--- src/rtl/fwd_pkg.sv ---
// Shared types for the dual-pipe forwarding/hazard controller: forwarding mode
// encoding, per-stage destination tag and the operand match helper.
package fwd_pkg;

  localparam int REG_ADDR_W = 5;
  localparam int NUM_STAGES = 3;

  localparam int STAGE_EX  = 0;
  localparam int STAGE_MEM = 1;
  localparam int STAGE_WB  = 2;

  localparam logic [REG_ADDR_W-1:0] REG_ZERO = 5'd0;

  typedef enum logic [2:0] {
    FWD_NONE    = 3'd0,
    FWD_BR_EX   = 3'd1,
    FWD_MEM_EX  = 3'd2,
    FWD_BR_MEM  = 3'd3,
    FWD_MEM_MEM = 3'd4,
    FWD_BR_WB   = 3'd5,
    FWD_MEM_WB  = 3'd6
  } fwd_mode_e;

  typedef struct packed {
    logic                  valid;
    logic                  we;
    logic [REG_ADDR_W-1:0] rd;
    logic                  is_load;
  } fwd_tag_t;

  // x0 is hardwired, so a producer writing it never forwards.
  function automatic logic tag_hit(input fwd_tag_t t, input logic [REG_ADDR_W-1:0] rs);
    return t.valid && t.we && (t.rd == rs) && (rs != REG_ZERO);
  endfunction

endpackage

--- src/rtl/forwarding_control_unit_if.sv ---
// ID-bundle / forwarding-result bus between the issue logic (master) and the
// forwarding controller (slave). Perf outputs exist only with FWD_PERF_CNT_EN.
interface forwarding_control_unit_if;
  import fwd_pkg::*;

  // id_valid qualifies the ID bundle; there is no ready. The producer holds the
  // bundle stable while lu_stall or ext_stall is high, and the bundle is taken on
  // a clock edge with id_valid && !lu_stall && !ext_stall && !flush.
  logic                  id_valid;
  logic [REG_ADDR_W-1:0] id_br_rs1;
  logic [REG_ADDR_W-1:0] id_br_rs2;
  logic [REG_ADDR_W-1:0] id_mem_rs1;
  logic [REG_ADDR_W-1:0] id_mem_rs2;
  logic [REG_ADDR_W-1:0] id_br_rd;
  logic                  id_br_we;
  logic [REG_ADDR_W-1:0] id_mem_rd;
  logic                  id_mem_we;
  logic                  id_mem_load;
  logic                  ext_stall;
  logic                  flush;

  fwd_mode_e             fwd_br_rs1;
  fwd_mode_e             fwd_br_rs2;
  fwd_mode_e             fwd_mem_rs1;
  fwd_mode_e             fwd_mem_rs2;
  logic                  lu_stall;

`ifdef FWD_PERF_CNT_EN
  logic [31:0]           perf_lu_stalls;
  logic [31:0]           perf_fwd_events;

  modport master (
    output id_valid, id_br_rs1, id_br_rs2, id_mem_rs1, id_mem_rs2,
           id_br_rd, id_br_we, id_mem_rd, id_mem_we, id_mem_load, ext_stall, flush,
    input  fwd_br_rs1, fwd_br_rs2, fwd_mem_rs1, fwd_mem_rs2, lu_stall,
           perf_lu_stalls, perf_fwd_events
  );

  modport slave (
    input  id_valid, id_br_rs1, id_br_rs2, id_mem_rs1, id_mem_rs2,
           id_br_rd, id_br_we, id_mem_rd, id_mem_we, id_mem_load, ext_stall, flush,
    output fwd_br_rs1, fwd_br_rs2, fwd_mem_rs1, fwd_mem_rs2, lu_stall,
           perf_lu_stalls, perf_fwd_events
  );
`else
  modport master (
    output id_valid, id_br_rs1, id_br_rs2, id_mem_rs1, id_mem_rs2,
           id_br_rd, id_br_we, id_mem_rd, id_mem_we, id_mem_load, ext_stall, flush,
    input  fwd_br_rs1, fwd_br_rs2, fwd_mem_rs1, fwd_mem_rs2, lu_stall
  );

  modport slave (
    input  id_valid, id_br_rs1, id_br_rs2, id_mem_rs1, id_mem_rs2,
           id_br_rd, id_br_we, id_mem_rd, id_mem_we, id_mem_load, ext_stall, flush,
    output fwd_br_rs1, fwd_br_rs2, fwd_mem_rs1, fwd_mem_rs2, lu_stall
  );
`endif

endinterface

--- src/rtl/fwd_operand_sel.sv ---
// Per-operand forwarding source select: youngest stage first, and within a
// stage the Memory pipe (program-order younger) beats the Branch pipe.
module fwd_operand_sel
  import fwd_pkg::*;
(
  input  logic [REG_ADDR_W-1:0] rs,
  input  fwd_tag_t              ex_br,
  input  fwd_tag_t              ex_mem,
  input  fwd_tag_t              mem_br,
  input  fwd_tag_t              mem_mem,
  input  fwd_tag_t              wb_br,
  input  fwd_tag_t              wb_mem,
  output fwd_mode_e             mode,
  output logic                  src_load
);

  // src_load reports whether the winning producer is a load; the top uses it
  // to spot load-use hazards against the Memory EX slot.
  always_comb begin
    mode     = FWD_NONE;
    src_load = 1'b0;
    if (tag_hit(ex_mem, rs)) begin
      mode     = FWD_MEM_EX;
      src_load = ex_mem.is_load;
    end else if (tag_hit(ex_br, rs)) begin
      mode     = FWD_BR_EX;
      src_load = ex_br.is_load;
    end else if (tag_hit(mem_mem, rs)) begin
      mode     = FWD_MEM_MEM;
      src_load = mem_mem.is_load;
    end else if (tag_hit(mem_br, rs)) begin
      mode     = FWD_BR_MEM;
      src_load = mem_br.is_load;
    end else if (tag_hit(wb_mem, rs)) begin
      mode     = FWD_MEM_WB;
      src_load = wb_mem.is_load;
    end else if (tag_hit(wb_br, rs)) begin
      mode     = FWD_BR_WB;
      src_load = wb_br.is_load;
    end
  end

endmodule

--- src/rtl/forwarding_control_unit.sv ---
// Dual-pipe forwarding and load-use hazard controller. Define FWD_PERF_CNT_EN
// to add the saturating perf_lu_stalls / perf_fwd_events counters.
module forwarding_control_unit
  import fwd_pkg::*;
(
  input logic                       clk,
  input logic                       rst,
  forwarding_control_unit_if.slave  bus
);

  localparam int NUM_OPS = 4;

  fwd_tag_t              br_tag  [NUM_STAGES];
  fwd_tag_t              mem_tag [NUM_STAGES];
  logic [REG_ADDR_W-1:0] op_rs   [NUM_OPS];
  fwd_mode_e             op_mode [NUM_OPS];
  logic                  op_load [NUM_OPS];
  fwd_mode_e             fwd_q   [NUM_OPS];
  logic                  lu_hit;
  logic                  lu_stall;
  logic                  take_id;

  assign op_rs[0] = bus.id_br_rs1;
  assign op_rs[1] = bus.id_br_rs2;
  assign op_rs[2] = bus.id_mem_rs1;
  assign op_rs[3] = bus.id_mem_rs2;

  for (genvar i = 0; i < NUM_OPS; i++) begin : g_op
    fwd_operand_sel u_sel (
      .rs       (op_rs[i]),
      .ex_br    (br_tag[STAGE_EX]),
      .ex_mem   (mem_tag[STAGE_EX]),
      .mem_br   (br_tag[STAGE_MEM]),
      .mem_mem  (mem_tag[STAGE_MEM]),
      .wb_br    (br_tag[STAGE_WB]),
      .wb_mem   (mem_tag[STAGE_WB]),
      .mode     (op_mode[i]),
      .src_load (op_load[i])
    );
  end

  // Memory EX always wins priority, so a load there is the selected source
  // whenever any operand depends on it.
  always_comb begin
    lu_hit = 1'b0;
    for (int i = 0; i < NUM_OPS; i++) begin
      if (op_mode[i] == FWD_MEM_EX && op_load[i]) lu_hit = 1'b1;
    end
  end

  assign lu_stall     = bus.id_valid && !bus.flush && lu_hit;
  assign take_id      = bus.id_valid && !bus.flush && !lu_stall;
  assign bus.lu_stall = lu_stall;

  always_ff @(posedge clk) begin
    if (rst) begin
      for (int s = 0; s < NUM_STAGES; s++) begin
        br_tag[s]  <= '0;
        mem_tag[s] <= '0;
      end
      for (int i = 0; i < NUM_OPS; i++) fwd_q[i] <= FWD_NONE;
    end else if (!bus.ext_stall) begin
      for (int s = 1; s < NUM_STAGES; s++) begin
        br_tag[s]  <= br_tag[s-1];
        mem_tag[s] <= mem_tag[s-1];
      end
      if (take_id) begin
        br_tag[STAGE_EX]  <= '{valid: 1'b1, we: bus.id_br_we, rd: bus.id_br_rd, is_load: 1'b0};
        mem_tag[STAGE_EX] <= '{valid: 1'b1, we: bus.id_mem_we, rd: bus.id_mem_rd,
                               is_load: bus.id_mem_load};
        for (int i = 0; i < NUM_OPS; i++) fwd_q[i] <= op_mode[i];
      end else begin
        // Bubble: idle ID, load-use hold, or flush.
        br_tag[STAGE_EX]  <= '0;
        mem_tag[STAGE_EX] <= '0;
        for (int i = 0; i < NUM_OPS; i++) fwd_q[i] <= FWD_NONE;
      end
    end
  end

  assign bus.fwd_br_rs1  = fwd_q[0];
  assign bus.fwd_br_rs2  = fwd_q[1];
  assign bus.fwd_mem_rs1 = fwd_q[2];
  assign bus.fwd_mem_rs2 = fwd_q[3];

`ifdef FWD_PERF_CNT_EN
  logic [31:0] lu_cnt;
  logic [31:0] ev_cnt;
  logic [2:0]  ev_inc;

  always_comb begin
    ev_inc = 3'd0;
    for (int i = 0; i < NUM_OPS; i++) begin
      if (fwd_q[i] != FWD_NONE) ev_inc = ev_inc + 3'd1;
    end
  end

  always_ff @(posedge clk) begin
    if (rst) begin
      lu_cnt <= '0;
      ev_cnt <= '0;
    end else begin
      if (lu_stall && lu_cnt != 32'hFFFF_FFFF) lu_cnt <= lu_cnt + 32'd1;
      if (br_tag[STAGE_EX].valid && !bus.ext_stall && ev_inc != 3'd0) begin
        if (ev_cnt > 32'hFFFF_FFFF - {29'd0, ev_inc}) ev_cnt <= 32'hFFFF_FFFF;
        else                                          ev_cnt <= ev_cnt + {29'd0, ev_inc};
      end
    end
  end

  assign bus.perf_lu_stalls  = lu_cnt;
  assign bus.perf_fwd_events = ev_cnt;
`endif

endmodule
--- src/flat_wrapper.sv ---
// flat-port wrapper written by rule: the top's interface ports become plain ports
module forwarding_control_unit_flat import fwd_pkg::*;
  (clk, rst, bus_id_valid, bus_id_br_rs1, bus_id_br_rs2, bus_id_mem_rs1, bus_id_mem_rs2, bus_id_br_rd, bus_id_br_we, bus_id_mem_rd, bus_id_mem_we, bus_id_mem_load, bus_ext_stall, bus_flush, bus_fwd_br_rs1, bus_fwd_br_rs2, bus_fwd_mem_rs1, bus_fwd_mem_rs2, bus_lu_stall);
  forwarding_control_unit_if bus_i ();
  input logic clk;
  input logic rst;
  input wire logic [$bits(bus_i.id_valid)-1:0] bus_id_valid;
  input wire logic [$bits(bus_i.id_br_rs1)-1:0] bus_id_br_rs1;
  input wire logic [$bits(bus_i.id_br_rs2)-1:0] bus_id_br_rs2;
  input wire logic [$bits(bus_i.id_mem_rs1)-1:0] bus_id_mem_rs1;
  input wire logic [$bits(bus_i.id_mem_rs2)-1:0] bus_id_mem_rs2;
  input wire logic [$bits(bus_i.id_br_rd)-1:0] bus_id_br_rd;
  input wire logic [$bits(bus_i.id_br_we)-1:0] bus_id_br_we;
  input wire logic [$bits(bus_i.id_mem_rd)-1:0] bus_id_mem_rd;
  input wire logic [$bits(bus_i.id_mem_we)-1:0] bus_id_mem_we;
  input wire logic [$bits(bus_i.id_mem_load)-1:0] bus_id_mem_load;
  input wire logic [$bits(bus_i.ext_stall)-1:0] bus_ext_stall;
  input wire logic [$bits(bus_i.flush)-1:0] bus_flush;
  output wire logic [$bits(bus_i.fwd_br_rs1)-1:0] bus_fwd_br_rs1;
  output wire logic [$bits(bus_i.fwd_br_rs2)-1:0] bus_fwd_br_rs2;
  output wire logic [$bits(bus_i.fwd_mem_rs1)-1:0] bus_fwd_mem_rs1;
  output wire logic [$bits(bus_i.fwd_mem_rs2)-1:0] bus_fwd_mem_rs2;
  output wire logic [$bits(bus_i.lu_stall)-1:0] bus_lu_stall;
  assign bus_i.id_valid = bus_id_valid;
  assign bus_i.id_br_rs1 = bus_id_br_rs1;
  assign bus_i.id_br_rs2 = bus_id_br_rs2;
  assign bus_i.id_mem_rs1 = bus_id_mem_rs1;
  assign bus_i.id_mem_rs2 = bus_id_mem_rs2;
  assign bus_i.id_br_rd = bus_id_br_rd;
  assign bus_i.id_br_we = bus_id_br_we;
  assign bus_i.id_mem_rd = bus_id_mem_rd;
  assign bus_i.id_mem_we = bus_id_mem_we;
  assign bus_i.id_mem_load = bus_id_mem_load;
  assign bus_i.ext_stall = bus_ext_stall;
  assign bus_i.flush = bus_flush;
  assign bus_fwd_br_rs1 = bus_i.fwd_br_rs1;
  assign bus_fwd_br_rs2 = bus_i.fwd_br_rs2;
  assign bus_fwd_mem_rs1 = bus_i.fwd_mem_rs1;
  assign bus_fwd_mem_rs2 = bus_i.fwd_mem_rs2;
  assign bus_lu_stall = bus_i.lu_stall;
  forwarding_control_unit u_core (.clk(clk), .rst(rst), .bus(bus_i));
endmodule
--- config.mk ---
export PLATFORM = sky130hd
export DESIGN_NAME = forwarding_control_unit_flat
export DESIGN_NICKNAME = d
export VERILOG_FILES = /design/src/rtl/fwd_pkg.sv /design/src/rtl/forwarding_control_unit_if.sv /design/src/rtl/fwd_operand_sel.sv /design/src/rtl/forwarding_control_unit.sv /design/src/flat_wrapper.sv
export SDC_FILE = /design/constraint.sdc
export NUM_CORES = 1
export LEC_CHECK = 0
export CAP_MARGIN = 40
export CORE_MARGIN = 2
export CORE_UTILIZATION = 43
export CTS_CLUSTER_DIAMETER = 120
export DETAILED_ROUTE_END_ITERATION = 7
export GPL_TIMING_DRIVEN = 0
export PLACE_DENSITY = 0.66
export SETUP_SLACK_MARGIN = 0.5
export SYNTH_ARGS = -nofsm -noshare
export SYNTH_HDL_FRONTEND = slang
export SYNTH_SLANG_ARGS = --single-unit
--- constraint.sdc ---
create_clock -name clk -period 2.95 [get_ports clk]
set_input_delay 0.885 -clock clk [delete_from_list [all_inputs] [get_ports clk]]
set_output_delay 0.885 -clock clk [all_outputs]
set_load 0.02 [all_outputs]
==> reports/qor.yml <==
run_status: "finished, violations left"
violations: "negative setup slack"
num_rows: 34
fin_skew_ps: 7.36
synth.area.top_cells: "edfxtp_1 36%, xnor2_1 22%, and2_1 6.3%"
die_x_um: 98.0
dieHeight_um: 98.0
layout.cells.non_filler: 544
min_period_ps: 3230
async_flop_share_pct: 0
synth-edff-count: 46
setup_ws_ps: -278
start_kind: "primary input"
maxCapViolCount: 0
area_delta_synth_final_pct: 26.6
coreArea_mm2: 0.00864
grtUsageMet3_pct: 3.87
dr.pass1.iters: 4
grt_max_degree: 34
finalHoldViolCount: 0
wire_per_inst_um: 19.1
slowest_delay_ps: 530
path_max_fanout: 2
yosys_most_used_dff: "edfxtp_1"
drcViolationCount: 0
synth_area_leader_cell: "edfxtp_1"
yosys_warnings: 0
placed_cells: 517
holdWs_ps: 479
yosys.area.top_type_share_pct: 36.4
clkSinkCount: 52
rrSetupSlack_ps: 450
ios: 51
clk_latency_ps: 320
num_vias: 3017
multi_input_area_mm2: 0.00220
grt_pass1_wl_um: 16300
top_usage_layer: "met2"
syn_avg_cell_area_um2: 10.0
power_mw: 1.69
holdBufCountCts: 0
crit_slowest_cell: "or4_4"
numCtsBuffers: 5
peakVddDrop_v: 0.000287
netlist_instances: 378
dp_hpwl_um: 7450
ant_nets: 0
criticalPathCategory: "primary input to output pin"
ys_seq_area_share_pct: 39.6
first_iter_violations: 193
vias_per_cell: 5.55
htreeDepth: 2
use_met2_pct: 38.1
cp_top_family: "simple AND/OR/NAND/NOR gates"
crit_required_ps: 2070
final_layout_size_suffix_gt1_share_pct: 20.2
layout.nets: 474
fmax_ghz: 0.310
routed_wl_um: 10400
antenna_found_initial: 0
clock-root-buffer: "clkbuf_8"
p_leak_nw: 1.62
synth_fp_nets: 416
track_usage_pct: 22.0
tightest_slew_ps: 666
grt_util_met1_pct: 28.6
cts_tree: "done"
arrival_ps: 2340
rsz0062_at_grt: "yes"
final_core_util_pct: 55.7
ff_latch_area_mm2: 0.00150
synth_seq_cells: 52
ys_types: 40
numPortBuffers: 30
gp_congestion: 0.912
die-area_mm2: 0.00960
n_fill_cell: 759
endpoint_kind: "output pin"
final.period_utilization_pct: 109
cpMostUsedCell: "nor4_4"
slew_headroom_pct: 55.2
preCtsSetupSlack_ps: -927
crit_buf_inv: 2
clock_path_buffers: 2
hold_class: "flip-flop to flip-flop"
grt_pass1_vias: 3065
power.density_mw_per_mm2: 352
num_antenna_cells: 0
gr-total-overflow: 0
synth_area_mm2: 0.00380
slew_viol_final: 0
path_cells: "buf_12, or4_4, nor2_4, nor4_4, nor4_4, nor4b_4, buf_4"
clk_pin_slew_ps: 100
start_util_pct: 44.0
setup_viol: 1
-- area by class of cell --
class                   count  share of cell area, %
plain buffers              48                   7.34
repair buffers             51                   10.4
well taps                 108                   2.81
clock inverters             2                  0.338
flip-flops and latches     52                   31.2
clock buffers               5                   1.43
multi-input cells         270                   45.8
inverters                   8                  0.625
-- metrics by stage --
step	area (um^2)	setup TNS (ps)
CTS	4720	-291
global placement	4330	-22990
global route	4810	-310
floorplan	3900	-173
detailed placement	4350	-2790
finish	4810	-278
-- cells in the mapped netlist, drive strengths merged, types with 2 or more instances --
| cell | instances |
|---|---|
| o21ba | 2 |
| buf | 21 |
| nand4 | 23 |
| and3b | 2 |
| o21a | 2 |
| nor3b | 2 |
| a21oi | 9 |
| inv | 8 |
| o31ai | 2 |
| nand2 | 6 |
| clkbuf | 27 |
| xnor2 | 95 |
| dfxtp | 6 |
| and2 | 38 |
| nor3 | 3 |
| nor2b | 2 |
| a22o | 2 |
| a32o | 3 |
| o21ai | 4 |
| edfxtp | 46 |
| nand2b | 2 |
| nor4 | 19 |
| nor2 | 7 |
| o21bai | 2 |
| nand3 | 2 |
| or4 | 13 |
| xor2 | 23 |
-- state kept, by name, summed over array words and instances, names as in the netlist --
name and count:
u_core.br_tag 20, u_core.fwd_q 12, u_core.mem_tag 20
-- path summary, 6_finish.rpt --
| check | depth (start not counted) | end | start |
|---|---|---|---|
| setup / recovery | 7 | bus_lu_stall | bus_id_mem_rs2[3] |
| hold / removal | 1 | u_core.fwd_q[3][2] | u_core.fwd_q[3][2] |
| setup reg to reg | 10 | u_core.br_tag[0][4] | u_core.mem_tag[0][3] |
| hold reg to reg | 1 | u_core.fwd_q[3][2] | u_core.fwd_q[3][2] |
-- cell usage in the layout (no fill, tap or decap), types with 4 or more instances in the layout --
cell,synthesis,final
a21oi_1,9,9
and2_1,38,25
and2_4,0,13
buf_1,7,5
buf_12,0,8
buf_4,5,16
buf_6,3,11
clkbuf_1,27,21
clkbuf_8,0,5
clkdlybuf4s50_1,0,29
dfxtp_1,6,6
edfxtp_1,46,46
inv_1,8,7
nand2_1,6,6
nand4_1,23,23
nor2_4,3,4
nor4_1,19,14
nor4_4,0,5
o21ai_0,4,4
or4_1,10,9
or4_4,3,4
xnor2_1,95,94
xor2_1,23,23
-- report_power, final --
| group | internal (mW) | switching, mW | leakage [nW] |
|---|---|---|---|
| sequential | 0.835 | 0.0206 | 0.560 |
| combinational | 0.197 | 0.209 | 1.02 |
| clock | 0.166 | 0.261 | 0.0406 |
| total | 1.20 | 0.491 | 1.62 |
-- kinds of logic (layout without fill, tap and decap cells) --
kind of cell	after synthesis	count (layout)	synth area share, %
buf+inv	56	114	6.82
xor+xnor	118	118	27.2
simple gates	122	122	20.7
flops	52	52	39.6
compound gates	30	30	5.67
-- worst register-to-register path, stage by stage (launching register included) --
cell and delay (ps):
edfxtp_1 340, clkbuf_1 350, xnor2_1 190, nand4_1 180
nor4_4 310, nor4_4 80, buf_4 140, o2111a_2 280
buf_8 150, buf_12 130, and2_4 130
-- layer usage --
layer,part of all wire (%),vias to the layer above
li1,-,1419
met1,44,1490
met2,49,90
met3,5.2,18
met4,2.1,0
met5,0,-
-- repair_timing --
| item | in CTS | in global routing |
|---|---|---|
| endpoints found under the hold margin | 0 | 0 |
| pin swaps | 12 | 12 |
| endpoints found under the setup margin | 27 | 64 |
| buffers inserted | 14 | 5 |
| cloned | 1 | 0 |
| resized for setup | 48 | 13 |
Note: power is estimated with default switching activity, not from simulation.
